==> src/rtl/gray_conv_rr_scheduler.sv <==
`default_nettype none
// ============================================================================
//  Module      : gray_conv_rr_scheduler
//  Description : Shares one 4-bit binary-to-gray converter between NREQ
//                requesters. A round-robin arbiter grants one requester at a
//                time. The grant captures that requester's binary value. One
//                CONV cycle drives the converter's enable, and the result is
//                registered into a single valid/ready output slot.
//  Ports       : clk, rst           - clock / synchronous active-high reset
//                req_valid/req_bin  - per-requester request and 4-bit value
//                req_ready          - one-hot grant (combinational)
//                out_valid/out_gray - registered result slot
//                out_id             - requester index that owns out_gray
//                out_ready          - downstream accept
//                conv_count         - results accepted downstream (wrapping)
//  Revision    : 1.0 - initial release
// ============================================================================
module gray_conv_rr_scheduler #(
    parameter int NREQ = 4,
    parameter int IDW  = $clog2(NREQ),
    parameter int CNTW = 16
) (
    input  logic              clk,
    input  logic              rst,
    input  logic [NREQ-1:0]   req_valid,
    input  logic [NREQ*4-1:0] req_bin,
    output logic [NREQ-1:0]   req_ready,
    output logic              out_valid,
    output logic [3:0]        out_gray,
    output logic [IDW-1:0]    out_id,
    input  logic              out_ready,
    output logic [CNTW-1:0]   conv_count
);

    localparam logic [1:0] c_st_idle = 2'd0;
    localparam logic [1:0] c_st_conv = 2'd1;
    localparam logic [1:0] c_st_hold = 2'd2;

    logic [1:0]      r_state;
    logic [IDW-1:0]  r_last_grant;
    logic [3:0]      r_cap_bin;
    logic [IDW-1:0]  r_cap_id;
    logic            r_out_valid;
    logic [3:0]      r_out_gray;
    logic [IDW-1:0]  r_out_id;
    logic [CNTW-1:0] r_conv_count;

    logic            w_found;
    logic [IDW-1:0]  w_win;
    logic [IDW-1:0]  w_idx;
    logic            w_grant_en;
    logic            w_grant;
    logic [3:0]      w_sel_bin;
    logic            w_enb;
    logic [3:0]      w_conv_y;

    // Round-robin search: start one past the last accepted requester and
    // wrap around so the last winner is considered last.
    always_comb begin
        w_found = 1'b0;
        w_win   = '0;
        w_idx   = '0;
        for (int k = 1; k <= NREQ; k++) begin
            w_idx = IDW'((int'(r_last_grant) + k) % NREQ);
            if (!w_found && req_valid[w_idx]) begin
                w_found = 1'b1;
                w_win   = w_idx;
            end
        end
    end

    // A grant may only be issued when the result slot is free or is being
    // emptied this very cycle; never during CONV and never under reset.
    assign w_grant_en = !rst && ((r_state == c_st_idle) ||
                                 ((r_state == c_st_hold) && out_ready));
    assign w_grant    = w_grant_en && w_found;
    assign req_ready  = w_grant ? (NREQ'(1) << w_win) : '0;
    assign w_sel_bin  = req_bin[{w_win, 2'b00} +: 4];

    // Shared converter: output forced to zero whenever it is not enabled.
    assign w_enb    = (r_state == c_st_conv);
    assign w_conv_y = w_enb ? {r_cap_bin[3],
                               r_cap_bin[3] ^ r_cap_bin[2],
                               r_cap_bin[2] ^ r_cap_bin[1],
                               r_cap_bin[1] ^ r_cap_bin[0]} : 4'd0;

    always_ff @(posedge clk) begin
        if (rst) begin
            r_state      <= c_st_idle;
            r_last_grant <= IDW'(NREQ - 1);
            r_cap_bin    <= '0;
            r_cap_id     <= '0;
            r_out_valid  <= 1'b0;
            r_out_gray   <= '0;
            r_out_id     <= '0;
            r_conv_count <= '0;
        end else begin
            if (r_out_valid && out_ready) begin
                r_conv_count <= r_conv_count + CNTW'(1);
            end
            case (r_state)
                c_st_idle: begin
                    if (w_grant) begin
                        r_cap_bin    <= w_sel_bin;
                        r_cap_id     <= w_win;
                        r_last_grant <= w_win;
                        r_state      <= c_st_conv;
                    end
                end
                c_st_conv: begin
                    r_out_gray  <= w_conv_y;
                    r_out_id    <= r_cap_id;
                    r_out_valid <= 1'b1;
                    r_state     <= c_st_hold;
                end
                c_st_hold: begin
                    if (out_ready) begin
                        // Slot is consumed; refill it from the next winner
                        // in the same cycle when anyone is waiting.
                        r_out_valid <= 1'b0;
                        if (w_grant) begin
                            r_cap_bin    <= w_sel_bin;
                            r_cap_id     <= w_win;
                            r_last_grant <= w_win;
                            r_state      <= c_st_conv;
                        end else begin
                            r_state <= c_st_idle;
                        end
                    end
                end
                default: begin
                    r_state     <= c_st_idle;
                    r_out_valid <= 1'b0;
                end
            endcase
        end
    end

    assign out_valid  = r_out_valid;
    assign out_gray   = r_out_gray;
    assign out_id     = r_out_id;
    assign conv_count = r_conv_count;

endmodule
`default_nettype wire

==> config.mk <==
export PLATFORM = sky130hd
export DESIGN_NAME = gray_conv_rr_scheduler
export DESIGN_NICKNAME = d
export VERILOG_FILES = /design/src/rtl/gray_conv_rr_scheduler.sv
export SDC_FILE = /design/constraint.sdc
export NUM_CORES = 1
export LEC_CHECK = 0
export ABC_AREA = 1
export CAP_MARGIN = 10
export CORE_ASPECT_RATIO = 1.25
export CORE_MARGIN = 8
export CORE_UTILIZATION = 47
export DETAILED_ROUTE_END_ITERATION = 10
export PLACE_DENSITY_LB_ADDON = 0.3
export SLEW_MARGIN = 20
export SYNTH_ARGS = -nofsm -noshare
export SYNTH_HDL_FRONTEND = slang
export SYNTH_SLANG_ARGS = --single-unit
==> constraint.sdc <==
create_clock -name clk -period 1.95 [get_ports clk]
set_input_delay 0.39 -clock clk [delete_from_list [all_inputs] [get_ports clk]]
set_output_delay 0.39 -clock clk [all_outputs]
set_load 0.01 [all_outputs]
# Word level (Yosys, flattened, before mapping)

Index checks and enable logic that the tools add are counted.

Multiplexer cells: 32
Bitwise operators: 4
Order comparisons: 4
Shifts and indexed selects: 2
Reduce and logical (&&, ||, !) cells: 17
Equal/unequal tests: 4
Add/sub/neg operators: 5

Operator list:

| operator              | count |
|---|---|
| $mux 2                | 10 |
| $add 16x1->16 const B | 1 |
| $shiftx 16x5->4       | 1 |
| $lt 2x3->1 const B    | 4 |
| $mux 4                | 3 |
| $mux 1                | 10 |
| $bmux 1 s2            | 4 |
| $pmux 2 s2            | 2 |
| $pmux 4 s2            | 1 |
| $logic_and 1x1->1     | 7 |
| $pmux 2 s3            | 1 |
| $reduce_and 2->1      | 3 |
| $add 2x1->2 const B   | 2 |
| $add 2x2->2 const B   | 2 |
| $logic_not 1->1       | 4 |
| $ne 2x2->1 const B    | 2 |
| $shl 1x2->4 const A   | 1 |
| $pmux 1 s3            | 1 |
| $xor 1x1->1           | 3 |
| $eq 2x1->1 const B    | 1 |
| $eq 2x2->1 const B    | 1 |
| $logic_not 2->1       | 1 |
| $reduce_bool 2->1     | 1 |
| $logic_or 1x1->1      | 1 |
| $not 1->1             | 1 |

Bits of input ports: 23
Bits in registers: 33
Output and inout port bits: 27
Logic and storage cells: 76

# Longest topological paths before layout

Depth after elaboration: 17
Gate-level depth with buffers: 18
Gate-level depth less buffers: 16

# Worst setup path before layout

No wires, ideal clock.

Path kind: flip-flop to output port
Start point: register r_last_grant[0]
End point: output req_ready[3]
Arrival: 1.474 ns
Setup slack: 0.086 ns
Required time: 1.560 ns
Buffers on the path: 2
Cell stages (with the launch flop): 14
Cells stage by stage: dfxtp_1 buf_6 inv_6 nand2_1 nand2_2 nand2_4 nand2_4 inv_2 nand2_1 nand2_1 nand2_2 nand2_4 buf_6 nor3_1

Cells in the longest elaborated chain, start to end: 15
Elaborated cells on any way between the ends: 29
Those cells by class: add/sub (4); shift (1); mux (17); reduce/logical (7)

Ends and longest elaborated chain:

| item                                             | RTL line | RTL |
|---|---|---|
| start, declared                                  | 40       | `logic [IDW-1:0] r_last_grant;` |
| start signal, assigned                           | 90       | `r_last_grant <= IDW'(NREQ - 1);` |
| start signal, assigned                           | 106      | `r_last_grant <= w_win;` |
| start signal, assigned                           | 124      | `r_last_grant <= w_win;` |
| $add 2x1->2                                      | 64       | `w_idx = IDW'((int'(r_last_grant) + k) % NREQ);` |
| $bmux 1 s2                                       | 65       | `if (!w_found && req_valid[w_idx]) begin` |
| $mux 1 (implied by the code)                     | 65       |  |
| $mux 1                                           | 65       |  |
| $logic_not 1->1                                  | 65       |  |
| $logic_and 1x1->1                                | 65       |  |
| $mux 1                                           | 65       |  |
| $logic_not 1->1                                  | 65       |  |
| $logic_and 1x1->1                                | 65       |  |
| $mux 1                                           | 65       |  |
| $logic_not 1->1                                  | 65       |  |
| $logic_and 1x1->1                                | 65       |  |
| $mux 2 or $mux 1 (tied branches)                 | 65       |  |
| $shl 1x2->4 or $logic_and 1x1->1 (tied branches) | 77, 76   |  |
| $mux 4 (*)                                       | 77       | `assign req_ready = w_grant ? (NREQ'(1) << w_win) : '0;` |
| end, declared                                    | 27       | `output logic [NREQ-1:0] req_ready,` |

Every way passes the cells marked *; elsewhere a longest branch is shown, timed or not. The select of a mux whose other input is x is not followed.

# Final worst setup path

Start point: register r_last_grant[0]
End point: output req_ready[0]

Same word-level chain as after synthesis.

==> implementation parameters <==
Parameter                              Value

Setup path
  Startpoint Class ... register
  Type of destination of the critical path ... output port
  Largest fanout of any net on the critical path ... 8
  Cell-by-cell listing of the critical path ... buf_12 -> inv_8 -> nand2_2 -> nand2_2 -> nand2_4 -> nand2_4 -> nor2_8 -> nand3_4 -> nand2_4 -> inv_4 -> nor3_2 -> buf_2
  Critical path required time ... around 1600 ps
  Critical Path Most Common Cell ... sky130_fd_sc_hd__nand2_4
  Cell type of the slowest stage on the worst timing path ... sky130_fd_sc_hd__dfxtp_2
  Crit Path Category ... register to output port
  Critical path data arrival time ... between 1500 and 2000 ps
  CP peak stage delay ... 340 ps

Yosys
  Syn. warnings ... 0
  Most instantiated library cell after synthesis ... sky130_fd_sc_hd__nand2_1
  Number of distinct library cell variants in the gate-level netlist after synthesis ... 30
  FFs w/ async S/R, synth ... 0
  Post-synth EDFFs ... 0
  Share of the synthesized area in the top cell type ... 0.371
  Library cell with the largest summed area after synthesis ... sky130_fd_sc_hd__dfxtp_1
  Top post-synthesis cells by count ... sky130_fd_sc_hd__nand2_1, sky130_fd_sc_hd__dfxtp_1, sky130_fd_sc_hd__nor2_1, sky130_fd_sc_hd__nand3_1, sky130_fd_sc_hd__inv_1
  Sequential cell area fraction in the yosys report ... 0.371
  Most area-consuming cells after synthesis ... sky130_fd_sc_hd__dfxtp_1, sky130_fd_sc_hd__nand2_1, sky130_fd_sc_hd__nand3_1
  Post-synthesis instance total ... around 250
  Top_reg_cell synth ... sky130_fd_sc_hd__dfxtp_1
  Netlist Area Pre-Place ... 0.00178 mm²
  Flip-flop and latch count after synthesis ... 33
  Synthesized netlist net count ... roughly 280
  Mean instance size in the synthesized netlist ... around 7 µm²

Status
  Violated checks ... negative setup slack
  Result of the run ... finished with violations

Floorplan
  Die width ... ~71 µm
  Total core area ... roughly 0.0037 mm²
  Std-Cell Rows ... 25
  Die boundary height ... between 80 and 90 µm
  Initial core utilization ... 0.478
  Area of the die ... 0.00603 mm²
  Number of top-level design ports ... 50

Timing
  Worst-Margin Slew ... ~560 ps
  Setup repair after global routing missed its margin ... true
  Crit path setup slack, layout ... -255 ps
  Maximum clock frequency ... 454 MHz
  Period Utilization, post-route ... 1.13
  Final setup violation count ... 4
  Worst-case headroom to the max-slew limit ... 0.628
  Post-Route Skew ... about 5.4 ps
  Final count of hold timing violations ... 0
  Count of pins over their slew limit ... 0
  Time the worst path needs with I/O delays and setup ... around 2200 ps

Global route
  Remaining global-route overflow ... 0
  Global-route wire length before repair ... ~7300 µm
  Largest net degree at the start of global routing ... 22
  Antenna violations before repair ... 0
  Vias in the first global route ... between 1500 and 2000
  Total routing resource utilization after global routing ... 0.145

Drt
  M1 WL ... 1740 µm
  Routed wire length per instance ... about 12 µm
  Overall via count from detail_route ... approximately 1800
  Met2 wire len ... around 2100 µm
  Detailed-route DRC error count ... 0
  Detail Route Antenna Nets ... 0
  Number of DRC markers in iteration 0 ... 77
  DRT Wirelength ... roughly 4300 µm
  Number of optimization iterations in the first detailed-route pass ... 4
  Via density ... just under 5
  Detail Route met3 WL ... slightly below 300 µm
  Highest routed layer ... met4

Clocking
  Clock-pin transition on the worst setup and hold timing paths ... approximately 60 ps
  Clk sinks ... 33
  Clk buf depth ... 2
  Clock latency reported for the late side of the worst-skew pair ... around 280 ps
  Total CTS buffers ... 5
  H-tree depth reported by CTS ... 2
  Cell chosen for the clock root ... sky130_fd_sc_hd__clkbuf_8
  TritonCTS clock tree ... built
  CTS Hold Bufs ... 0

Layout
  Nets ... 350
  Ant. Diodes ... 0
  Fin cells ... ~370
  Area growth from synthesis to layout ... 47.7%
  Proportion of layout cells with a drive suffix above 1 ... 0.251

Place
  Placed instance count ... around 360
  Final HPWL DP ... roughly 3300 µm
  Routability-driven placement congestion ratio ... about 0.82
  Count of port buffers added during placement ... 49
  Worst slack at placement ... -754 ps

Power
  Static leakage power ... 1.16 nW
  Power per Cell Area ... 1510 mW/mm²
  Peak supply drop ... approximately 1.2 mV

Flow run
  Number of max-capacitance violations reported ... 0

Hold path
  Worst hold path class ... input pin to register
==> final cells by class <==
class / instances / area (µm²)
timing repair buffer: 71 / 646
clock inverter: 2 / 10.0
sequential: 33 / 666
inverter: 27 / 111
multi-input combinational: 188 / 1070
fill: 319 / 1090
clock buffer: 6 / 72.6
tap: 40 / 50.0
==> metal layers <==
layer  GRT usage  vias to the layer above
li1            -                      969
met1       0.139                      799
met2       0.265                       46
met3      0.0566                        6
met4      0.0645                        0
met5           0                        -
==> final timing paths <==
kind	endpoint	slack (ps)	from	depth (start not counted)
min	r_state[1]$_SDFFE_PP0P_	480	out_ready	4
min reg2reg	r_cap_id[1]$_SDFFE_PP0P_	490	r_cap_id[1]$_SDFFE_PP0P_	2
max	req_ready[0]	-250	r_last_grant[0]$_SDFFE_PP1P_	12
max reg2reg	r_cap_bin[1]$_SDFFE_PP0P_	110	r_last_grant[0]$_SDFFE_PP1P_	19
==> power by group <==
| part | total, mW | switching (mW) | internal [mW] |
|---|---|---|---|
| clock | 0.486 | 0.240 | 0.247 |
| combinational | 2.50 | 1.39 | 1.11 |
| sequential | 0.983 | 0.134 | 0.849 |
| total | 3.97 | 1.76 | 2.20 |
==> logic make-up after synthesis <==
| kind of cell | after synthesis | share of synthesized area |
|---|---|---|
| AND/OR/NAND/NOR | 141 | 0.394 |
| XOR/XNOR | 5 | 0.0246 |
| AO/OA/AOI/OAI | 41 | 0.120 |
| adder cells (fa/ha/maj) | 1 | 0.00703 |
| flip-flops | 33 | 0.371 |
| buffers and inverters | 33 | 0.0829 |
==> state kept, by name, summed over array words and instances, names as in the netlist <==
name / count
conv_count: 16
out_gray: 4
r_cap_bin: 4
out_id: 2
r_cap_id: 2
r_last_grant: 2
r_state: 2
out_valid: 1
==> critical path: cells and delay by family (launching register included) <==
kind	cells	cell delay, ps
and+or+nand+nor	8	810
buffers and inverters	4	380
DFF	1	340
==> metrics by stage <==
| stage | TNS, ps | power (mW) | utilization | hold slack [ps] | instance area [µm²] |
|---|---|---|---|---|---|
| finish | -852 | 3.97 | 0.707 | 483 | 2630 |
| global route | -1340 | 4.31 | 0.707 | 517 | 2630 |
| CTS | -879 | 3.77 | 0.681 | 487 | 2540 |
| detailed placement | -5230 | 3.18 | 0.654 | 476 | 2430 |
| global placement | -4750 | 3.14 | 0.654 | 453 | 2430 |
| floorplan | 0 | 2.47 | - | 446 | 1780 |
==> cell usage in the layout, fill, tap and decap left out, types with 2 or more instances in the layout <==
master                            instances
sky130_fd_sc_hd__nor3_4                   2
sky130_fd_sc_hd__inv_1                   20
sky130_fd_sc_hd__xor2_1                   2
sky130_fd_sc_hd__clkinv_2                 2
sky130_fd_sc_hd__dfxtp_1                 31
sky130_fd_sc_hd__nor2_1                  27
sky130_fd_sc_hd__dlygate4sd2_1            4
sky130_fd_sc_hd__o21ai_0                 17
sky130_fd_sc_hd__nand3_2                  4
sky130_fd_sc_hd__nor3_2                   3
sky130_fd_sc_hd__buf_2                    4
sky130_fd_sc_hd__nand2_4                  9
sky130_fd_sc_hd__nand3_1                 20
sky130_fd_sc_hd__clkbuf_8                 5
sky130_fd_sc_hd__xnor2_1                  3
sky130_fd_sc_hd__a21oi_1                 19
sky130_fd_sc_hd__nor3b_1                  2
sky130_fd_sc_hd__clkdlybuf4s50_1         40
sky130_fd_sc_hd__buf_4                   21
sky130_fd_sc_hd__nand2_2                 16
sky130_fd_sc_hd__o21a_1                   2
sky130_fd_sc_hd__inv_2                    5
sky130_fd_sc_hd__nand4_1                  3
sky130_fd_sc_hd__nor2_4                   2
sky130_fd_sc_hd__nor3_1                   3
sky130_fd_sc_hd__nand2_1                 46
==> repair_timing <==
item | in CTS | in global routing
setup endpoints to repair | 4 | 9
gates resized for setup | 33 | 22
buffers inserted | 1 | 3
pin swaps | 7 | 12
Power figures use the tool's default switching activity.
